`config.mk`:
```
export PLATFORM = sky130hd
export DESIGN_NAME = median_scan_ctrl_flat
export DESIGN_NICKNAME = d
export VERILOG_FILES = /design/src/rtl/median_scan_ctrl_if.sv /design/src/rtl/median_scan_ctrl.sv /design/src/flat_wrapper.sv
export SDC_FILE = /design/constraint.sdc
export NUM_CORES = 1
export LEC_CHECK = 0
export ABC_AREA = 1
export CORE_MARGIN = 3
export CORE_UTILIZATION = 45
export CTS_BUF_LIST = sky130_fd_sc_hd__clkbuf_2 sky130_fd_sc_hd__clkbuf_4 sky130_fd_sc_hd__clkbuf_8
export CTS_CLUSTER_SIZE = 40
export DETAILED_ROUTE_END_ITERATION = 8
export PLACE_DENSITY = 0.67
export SYNTH_ARGS = -nofsm -noshare
export SYNTH_HDL_FRONTEND = slang
export SYNTH_SLANG_ARGS = --single-unit
```
`constraint.sdc`:
```
create_clock -name Clock -period 2.9 [get_ports Clock]
set_input_delay 0.87 -clock Clock [delete_from_list [all_inputs] [get_ports Clock]]
set_output_delay 0.87 -clock Clock [all_outputs]
set_load 0.03 [all_outputs]
```
`src/rtl/median_scan_ctrl_if.sv`:
```
// Host/pipeline-facing signal bundle for median_scan_ctrl.
// The controller drives through the master modport; the host/pipeline side uses slave.
interface median_scan_ctrl_if #(
  parameter int unsigned AW = 6
);
  logic          Start;
  logic          Stall;
  logic          Busy;
  logic          Done;
  logic          RD_en;
  logic [AW-1:0] RD_row;
  logic [AW-1:0] RD_col;
  logic [3:0]    Tap;
  logic          PX_valid;
  logic [AW-1:0] PX_row;
  logic [AW-1:0] PX_col;
  logic          Border;

  modport master (
    input  Start, Stall,
    output Busy, Done, RD_en, RD_row, RD_col, Tap,
           PX_valid, PX_row, PX_col, Border
  );

  modport slave (
    output Start, Stall,
    input  Busy, Done, RD_en, RD_row, RD_col, Tap,
           PX_valid, PX_row, PX_col, Border
  );
endinterface

```
`src/rtl/median_scan_ctrl.sv`:
```
// Raster-scan sequencer for the pipelined 3x3 median filter: window reads, pixel tags, drain/Done.
// Define BORDER_COPY_EN to issue only the centre read (tap 4) for edge pixels.
module median_scan_ctrl #(
  parameter int unsigned IMG_H    = 64,
  parameter int unsigned IMG_W    = 64,
  parameter int unsigned AW       = 6,
  parameter int unsigned PIPE_LAT = 4
) (
  input logic                Clock,
  input logic                Resetn,
  median_scan_ctrl_if.master bus
);

`ifdef BORDER_COPY_EN
  localparam bit BORDER_COPY = 1'b1;
`else
  localparam bit BORDER_COPY = 1'b0;
`endif

  localparam int unsigned   DW         = $clog2(PIPE_LAT + 1);
  localparam logic [AW-1:0] LAST_ROW   = AW'(IMG_H - 1);
  localparam logic [AW-1:0] LAST_COL   = AW'(IMG_W - 1);
  localparam logic [DW-1:0] DRAIN_LOAD = DW'(PIPE_LAT);

  typedef enum logic [1:0] {IDLE, FETCH, DRAIN, DONE} state_t;

  state_t        state_q, state_d;
  logic [AW-1:0] row_q, row_d, col_q, col_d;
  logic [3:0]    tap_q, tap_d;
  logic [DW-1:0] cnt_q, cnt_d;

  logic          issue;
  logic          busy_q, busy_d, done_q, done_d;
  logic          rd_en_q, rd_en_d, pxv_q, pxv_d, border_q, border_d;
  logic [AW-1:0] rd_row_q, rd_row_d, rd_col_q, rd_col_d;
  logic [AW-1:0] px_row_q, px_row_d, px_col_q, px_col_d;

  function automatic logic on_edge(input logic [AW-1:0] r, input logic [AW-1:0] c);
    return (r == '0) || (r == LAST_ROW) || (c == '0) || (c == LAST_COL);
  endfunction

  function automatic logic [3:0] first_tap(input logic [AW-1:0] r, input logic [AW-1:0] c);
    return (BORDER_COPY && on_edge(r, c)) ? 4'd4 : 4'd0;
  endfunction

  function automatic logic final_tap(input logic [3:0] t, input logic [AW-1:0] r,
                                     input logic [AW-1:0] c);
    return (BORDER_COPY && on_edge(r, c)) ? (t == 4'd4) : (t == 4'd8);
  endfunction

  // Edge replication by saturating the +/-1 step instead of signed add-then-clamp;
  // identical result and never overflows when the image spans the full address range.
  function automatic logic [AW-1:0] clamp_row(input logic [AW-1:0] r, input logic [3:0] t);
    if (t < 4'd3) return (r == '0) ? r : r - 1'b1;
    if (t > 4'd5) return (r == LAST_ROW) ? r : r + 1'b1;
    return r;
  endfunction

  function automatic logic [AW-1:0] clamp_col(input logic [AW-1:0] c, input logic [3:0] t);
    case (t)
      4'd0, 4'd3, 4'd6: return (c == '0) ? c : c - 1'b1;
      4'd2, 4'd5, 4'd8: return (c == LAST_COL) ? c : c + 1'b1;
      default:          return c;
    endcase
  endfunction

  always_ff @(posedge Clock) begin
    if (!Resetn) begin
      state_q  <= IDLE;
      row_q    <= '0;
      col_q    <= '0;
      tap_q    <= '0;
      cnt_q    <= '0;
      busy_q   <= 1'b0;
      done_q   <= 1'b0;
      rd_en_q  <= 1'b0;
      pxv_q    <= 1'b0;
      border_q <= 1'b0;
      rd_row_q <= '0;
      rd_col_q <= '0;
      px_row_q <= '0;
      px_col_q <= '0;
    end else begin
      state_q  <= state_d;
      row_q    <= row_d;
      col_q    <= col_d;
      tap_q    <= tap_d;
      cnt_q    <= cnt_d;
      busy_q   <= busy_d;
      done_q   <= done_d;
      rd_en_q  <= rd_en_d;
      pxv_q    <= pxv_d;
      border_q <= border_d;
      rd_row_q <= rd_row_d;
      rd_col_q <= rd_col_d;
      px_row_q <= px_row_d;
      px_col_q <= px_col_d;
    end
  end

  // row_q/col_q/tap_q always describe the read currently presented on the outputs.
  always_comb begin
    state_d = state_q;
    row_d   = row_q;
    col_d   = col_q;
    tap_d   = tap_q;
    cnt_d   = cnt_q;
    unique case (state_q)
      IDLE: begin
        if (bus.Start) begin
          state_d = FETCH;
          row_d   = '0;
          col_d   = '0;
          tap_d   = first_tap('0, '0);
        end
      end
      FETCH: begin
        if (!bus.Stall) begin
          if (!final_tap(tap_q, row_q, col_q)) begin
            tap_d = tap_q + 4'd1;
          end else if (row_q == LAST_ROW && col_q == LAST_COL) begin
            state_d = DRAIN;
            cnt_d   = DRAIN_LOAD;
          end else begin
            if (col_q == LAST_COL) begin
              col_d = '0;
              row_d = row_q + 1'b1;
            end else begin
              col_d = col_q + 1'b1;
            end
            tap_d = first_tap(row_d, col_d);
          end
        end
      end
      DRAIN: begin
        if (!bus.Stall) begin
          if (cnt_q == '0) state_d = DONE;
          else             cnt_d   = cnt_q - 1'b1;
        end
      end
      DONE:    state_d = IDLE;
      default: state_d = IDLE;
    endcase
  end

  always_comb begin
    issue    = (state_q == IDLE && bus.Start) ||
               (state_q == FETCH && !bus.Stall && state_d == FETCH);
    busy_d   = busy_q;
    done_d   = 1'b0;
    rd_en_d  = 1'b0;
    pxv_d    = 1'b0;
    border_d = 1'b0;
    rd_row_d = rd_row_q;
    rd_col_d = rd_col_q;
    px_row_d = px_row_q;
    px_col_d = px_col_q;
    if (issue) begin
      rd_en_d  = 1'b1;
      rd_row_d = clamp_row(row_d, tap_d);
      rd_col_d = clamp_col(col_d, tap_d);
      if (final_tap(tap_d, row_d, col_d)) begin
        pxv_d    = 1'b1;
        px_row_d = row_d;
        px_col_d = col_d;
        border_d = on_edge(row_d, col_d);
      end
    end
    if (state_q == IDLE && bus.Start)     busy_d = 1'b1;
    if (state_q == DONE)                  busy_d = 1'b0;
    if (state_q == DRAIN && state_d == DONE) done_d = 1'b1;
  end

  assign bus.Busy     = busy_q;
  assign bus.Done     = done_q;
  assign bus.RD_en    = rd_en_q;
  assign bus.RD_row   = rd_row_q;
  assign bus.RD_col   = rd_col_q;
  assign bus.Tap      = tap_q;
  assign bus.PX_valid = pxv_q;
  assign bus.PX_row   = px_row_q;
  assign bus.PX_col   = px_col_q;
  assign bus.Border   = border_q;

endmodule

```
`src/flat_wrapper.sv`:
```
// flat-port wrapper written by rule: the top's interface ports become plain ports
module median_scan_ctrl_flat 
#(
  parameter int unsigned IMG_H    = 64,
  parameter int unsigned IMG_W    = 64,
  parameter int unsigned AW       = 6,
  parameter int unsigned PIPE_LAT = 4
)
  (Clock, Resetn, bus_Start, bus_Stall, bus_Busy, bus_Done, bus_RD_en, bus_RD_row, bus_RD_col, bus_Tap, bus_PX_valid, bus_PX_row, bus_PX_col, bus_Border);
  median_scan_ctrl_if #(.AW(AW)) bus_i ();
  input logic Clock;
  input logic Resetn;
  input wire logic [$bits(bus_i.Start)-1:0] bus_Start;
  input wire logic [$bits(bus_i.Stall)-1:0] bus_Stall;
  output wire logic [$bits(bus_i.Busy)-1:0] bus_Busy;
  output wire logic [$bits(bus_i.Done)-1:0] bus_Done;
  output wire logic [$bits(bus_i.RD_en)-1:0] bus_RD_en;
  output wire logic [$bits(bus_i.RD_row)-1:0] bus_RD_row;
  output wire logic [$bits(bus_i.RD_col)-1:0] bus_RD_col;
  output wire logic [$bits(bus_i.Tap)-1:0] bus_Tap;
  output wire logic [$bits(bus_i.PX_valid)-1:0] bus_PX_valid;
  output wire logic [$bits(bus_i.PX_row)-1:0] bus_PX_row;
  output wire logic [$bits(bus_i.PX_col)-1:0] bus_PX_col;
  output wire logic [$bits(bus_i.Border)-1:0] bus_Border;
  assign bus_i.Start = bus_Start;
  assign bus_i.Stall = bus_Stall;
  assign bus_Busy = bus_i.Busy;
  assign bus_Done = bus_i.Done;
  assign bus_RD_en = bus_i.RD_en;
  assign bus_RD_row = bus_i.RD_row;
  assign bus_RD_col = bus_i.RD_col;
  assign bus_Tap = bus_i.Tap;
  assign bus_PX_valid = bus_i.PX_valid;
  assign bus_PX_row = bus_i.PX_row;
  assign bus_PX_col = bus_i.PX_col;
  assign bus_Border = bus_i.Border;
  median_scan_ctrl #(.IMG_H(IMG_H), .IMG_W(IMG_W), .AW(AW), .PIPE_LAT(PIPE_LAT)) u_core (.Clock(Clock), .Resetn(Resetn), .bus(bus_i));
endmodule
```
# Word-level counts from Yosys, hierarchy flattened
# Cells that the tools add are included.
# classes
addsub	8
n_lt_le_gt_ge	2
n_eq_ne	20
mux	47
bitwise	1
reduce_logical	23
# op_table
cell	n
$mux W6	18
$pmux W6 S2	3
$add A6 B1 Y6 const B	4
$eq A6 B6 Y1 const B	4
$mux W4	4
$mux W3	5
$logic_not A6 Y1	2
$mux W2	6
$sub A6 B1 Y6 const B	2
$eq A4 B2 Y1 const B	2
$eq A4 B3 Y1 const B	2
$eq A4 B4 Y1 const B	2
$mux W1	8
$pmux W2 S4	1
$pmux W4 S2	1
$eq A2 B2 Y1 const B	3
$ne A2 B2 Y1 const B	3
$pmux W3 S2	1
$reduce_and A6 Y1	1
$reduce_or A3 Y1	2
$logic_and A1 B1 Y1	5
$add A4 B1 Y4 const B	1
$eq A2 B1 Y1 const B	2
$gt A4 B3 Y1 const B	1
other kinds (13)	18
# word_totals
ff_bits	50
in_bits	4
out_inout_bits	33
elab_cells	115

# Depth between registers and ports, before layout
# Gate-level depths: netlist of the first run.
# logic_depth
word_depth	14
mapped_depth	20
ltp_nobuf	20

# Worst setup path before layout of the first run
# OpenSTA, ideal clock, no wires.
# synth_timing
path_kind	input port to flip-flop
start	in bus_Stall
end	reg u_core.rd_row_q[0] (netlist: u_core.bus.RD_row[0])
setup_ns	0.109
t_arrival_ns	2.389
setup_slack_ns	0.402
stages	17
path_buffers	0
cell_sequence	inv_1 nand2_1 nor2_4 nand3_1 nand3_1 nand2_1 inv_1 ha_1 nand2_1 nor2_4 nand2_1 nand2_1 nand2_1 nand2_1 nand3_1 nand2_1 inv_1
# synth_via
elab_chain_cells	8
# synth_lines
element	line	text
start: declaration	flat_wrapper.sv:14	input wire logic [$bits(bus_i.Stall)-1:0] bus_Stall;
$mux W6 *	median_scan_ctrl.sv:118	if (!bus.Stall) begin
$pmux W6 S2 *	median_scan_ctrl.sv:108	unique case (state_q)
via u_core.row_d[1]	median_scan_ctrl.sv:28	logic [AW-1:0] row_q, row_d, col_q, col_d;
$logic_not A6 Y1	median_scan_ctrl.sv:54	if (t < 4'd3) return (r == '0) ? r : r - 1'b1;
$mux W6 (2 in series)	median_scan_ctrl.sv:54	
$mux W6	median_scan_ctrl.sv:55	if (t > 4'd5) return (r == LAST_ROW) ? r : r + 1'b1;
$mux W6	median_scan_ctrl.sv:56	return r;
$mux W6 *	median_scan_ctrl.sv:55	
end signal: assignment	median_scan_ctrl.sv:94	rd_row_q <= rd_row_d;
end: declaration	median_scan_ctrl.sv:35	logic [AW-1:0] rd_row_q, rd_row_d, rd_col_q, rd_col_d;
# The timed path passes the listed nets; every way through them passes the cells marked *. The select of a mux whose other input is x is not followed.
# A chain may end at the register's enable or synchronous reset.

# Final worst setup path of the first run
# layout_timing
start	in bus_Stall
end	reg u_core.rd_col_q[3] (netlist: u_core.bus.RD_col[3])
# layout_via
elab_chain_cells	5
# layout_lines
element	line	text
$mux W6 *	median_scan_ctrl.sv:118	
$pmux W6 S2 *	median_scan_ctrl.sv:108	
via u_core.col_d[0]	median_scan_ctrl.sv:28	
$add A6 B1 Y6, or another cell as far along	median_scan_ctrl.sv:62	4'd2, 4'd5, 4'd8: return (c == LAST_COL) ? c : c + 1'b1;
$mux W6 (on tied branches)	median_scan_ctrl.sv:62, median_scan_ctrl.sv:61	
$pmux W6 S2 *	median_scan_ctrl.sv:60	case (t)
end signal: assignment	median_scan_ctrl.sv:95	rd_col_q <= rd_col_d;
end: declaration	median_scan_ctrl.sv:35	
# The timed path passes the listed nets; every way through them passes the cells marked *.

==> results by group, run 1 <==
Synthesis
  – Syn_area_per_cell: 6.44 sq um
  – Register area share after synthesis: 29.7%
  – Area fraction of the dominant cell type after synthesis: 29.7%
  – Ys async rst share: 0%
  – Synth area leaders: dfxtp_1 (30%), nand2_1 (16%), nand3_1 (8.8%)
  – Most numerous cell in the Yosys netlist: nand2_1
  – Commonest cells in the synthesized netlist: nand2_1 (142), nand3_1 (59), nor2_1 (56)
  – Post-synth cell types: 35
  – Synth Cell Area: 3370 sq um
  – Post-synth EDFFs: 0
  – Most used DFF post-synth: dfxtp_1
  – Yosys reg bits: 50
  – Post-synth top area cell: dfxtp_1
  – Syn Inst Count: 524
  – Synth warn: 0
  – Syn_nets: 540

Power
  – Cell leakage power: 2.06 nW
  – PD cells: 308 nW/um^2
  – VDD IR max: 212 uV
  – Total power draw: 1.37 mW

Timing
  – Fmax: 369 MHz
  – Hold Vio Cnt, Final: 0
  – Min Tclk post-route: 2.71 ns
  – Tcrit/Tclk final: 93.3%
  – Clock skew: 0.00872 ns
  – Final Slew Violations: 0
  – Fin Hold WS: 0.469 ns
  – Slew headroom: 56.9%
  – Final setup viols: 0
  – Slew @ Worst Pin: 0.645 ns
  – Setup TNS: 0 ns
  – Final WS setup: 0.193 ns

Cells and area
  – Multi-input gate area: 2110 sq um
  – Design area: 4450 sq um
  – Layout cells sized above 1: 22.3%
  – Fin util: 63.4%
  – Area grow syn2layout: 31.9%
  – FILL cells: 698
  – Fin cells: 723
  – Register Area: 1000 sq um
  – # diodes: 0
  – Fin nets: 642

CTS
  – H-Tree Depth: 2
  – Worst-case clock buffer depth: 2
  – CTS tree: done
  – CTS sink count: 50
  – Reg clk slew, reported paths: 0.10 ns
  – Clk_lat worst skew: 0.31 ns
  – Number of CTS-inserted buffers: 5
  – Root Buffer: clkbuf_8

Global routing
  – Tot GR Track Use: 23.4%
  – Initial antenna violation count: 0
  – Gr ovfl total: 0
  – Largest net degree at the start of global routing: 27
  – Vias in the first global route: 3492
  – Global-route wire length before repair: 16300 um

Critical path
  – CP Capture Type: flip-flop
  – CP top delay family: simple AND/OR/NAND/NOR gates
  – Startpoint Class: primary input
  – Buf/Inv on CP: 3
  – Critical-path cell list: clkdlybuf4s50_1, buf_4, nor2_4, nand2_2, o21ai_1, nand2_1, inv_1, ha_2, nand3_4, nor2_4, nand2_2, a21oi_1, nor2_1, nor2_1
  – Slowest CP cell: clkdlybuf4s50_1
  – Arrival @ worst endpoint: 2.96 ns
  – Crit Path Class: in2reg
  – R2R Setup Slk: 0.32 ns
  – Crit-path max FO: 5
  – Worst Path Required: 3.15 ns
  – Crit path largest cell delay: 0.43 ns

Die
  – # rows: 30
  – Die Area: 8570 sq um
  – I/O pins: 37
  – Die Y: 92.6 um
  – Core footprint: 7020 sq um
  – Starting density of the core: 48.1%
  – Die width: 92.6 um

Placed design
  – Placer congestion estimate: 0.928
  – Area post-placement: 4300 sq um
  – Port Buffers: 36
  – Dpl hpwl: 7570 um
  – Setup WS pre-CTS: -0.201 ns
  – DP Cell Count: 712

Route
  – 1st-pass router iterations: 5
  – WL per Instance: 13.5 um
  – Vias per inst: 5.17
  – DRC violations left: 0
  – Final WL: 9730 um
  – Detailed Route Iter0 Violations: 176
  – Vias: 3737
  – Final ANT Viol Nets: 0

Run
  – Max-cap violations: 0

Status
  – Run status: complete, no violations

Worst hold path
  – Worst min path class: reg2reg
[layout make-up]
type / count / area share [%]
Sequential cell: 50 / 22.5
Timing Repair Buffer: 104 / 19.6
Multi-Input combinational cell: 399 / 47.4
Clock buffer: 6 / 1.86
Tap cell: 96 / 2.70
Inverter: 66 / 5.57
Clock inverter: 2 / 0.366
[state kept, by name (all words and copies together), names as in the netlist, 2 cells and up]
register / cells
u_core.bus.PX_col: 6
u_core.bus.PX_row: 6
u_core.bus.RD_col: 6
u_core.bus.RD_row: 6
u_core.bus.Tap: 4
u_core.cnt_q: 3
u_core.col_q: 6
u_core.row_q: 6
u_core.state_q: 2
[worst paths after layout]
kind / start / endpoint / cells after the start
max: bus_Stall / u_core.bus.RD_col[3]$_SDFFE_PN0N_ / 14
min: u_core.cnt_q[2]$_SDFFE_PN0P_ / u_core.cnt_q[2]$_SDFFE_PN0P_ / 2
max reg2reg: u_core.col_q[0]$_SDFF_PN0_ / u_core.bus.RD_col[3]$_SDFFE_PN0N_ / 16
min reg2reg: u_core.cnt_q[2]$_SDFFE_PN0P_ / u_core.cnt_q[2]$_SDFFE_PN0P_ / 2
[report_power, final]
group | leakage [nW] | switching (mW) | internal (mW)
Clock | 0.0478 | 0.259 | 0.197
Sequential | 0.406 | 0.0119 | 0.703
Combinational | 1.61 | 0.125 | 0.0751
Total | 2.06 | 0.396 | 0.976
[metal layers]
metal / vias up / wire, um / share of wire, % / track usage (%)
li1: 1902 / - / - / -
met2: 74 / 4800 / 49 / 40.7
met3: 10 / 364 / 3.7 / 4.06
met1: 1751 / 4480 / 46 / 30.7
met4: 0 / 85 / 0.87 / 3.71
met5: - / 0 / 0 / 0
[cells by family after synthesis]
| logic type | synth area share [%] |
|---|---|
| simple gates | 44.0 |
| buf+inv | 8.57 |
| compound gates | 12.3 |
| flops | 29.7 |
| fa+ha+maj | 4.45 |
| xor+xnor | 1.04 |
[layout by cell type (no fill, tap or decap), drive strengths merged]
master	count
xnor2	2
o31ai	1
o32ai	1
nor2	71
a31oi	1
clkbuf	6
a41oi	1
nor4	1
clkdlybuf4s50	36
nand3	67
nand2	159
clkinvlp	1
nand3b	1
xor2	2
a211oi	1
o21ai	36
buf	68
inv	67
o21bai	3
nand4	11
nor3	2
ha	12
a21oi	27
dfxtp	50
[timing repair]
item / CTS / global route
hold buffers: 0 / 0
setup endpoints to repair: 0 / 9
resized for setup: 0 / 9
buffers inserted: 0 / 3
[worst min-delay path, delay by kind of cell, from the launching register on]
family,cells,cell delay (ns)
AOI/OAI and AO/OA,1,0.06
buffers and inverters,1,0.07
DFF,1,0.31
(Power assumes the default switching activity.)
==> run 2, diff against run 1 <==
- SKIP_CTS_REPAIR_TIMING: not set -> 1
==> results of run 2 <==
Final layout, timing and power as in run 1 (identical DEF).
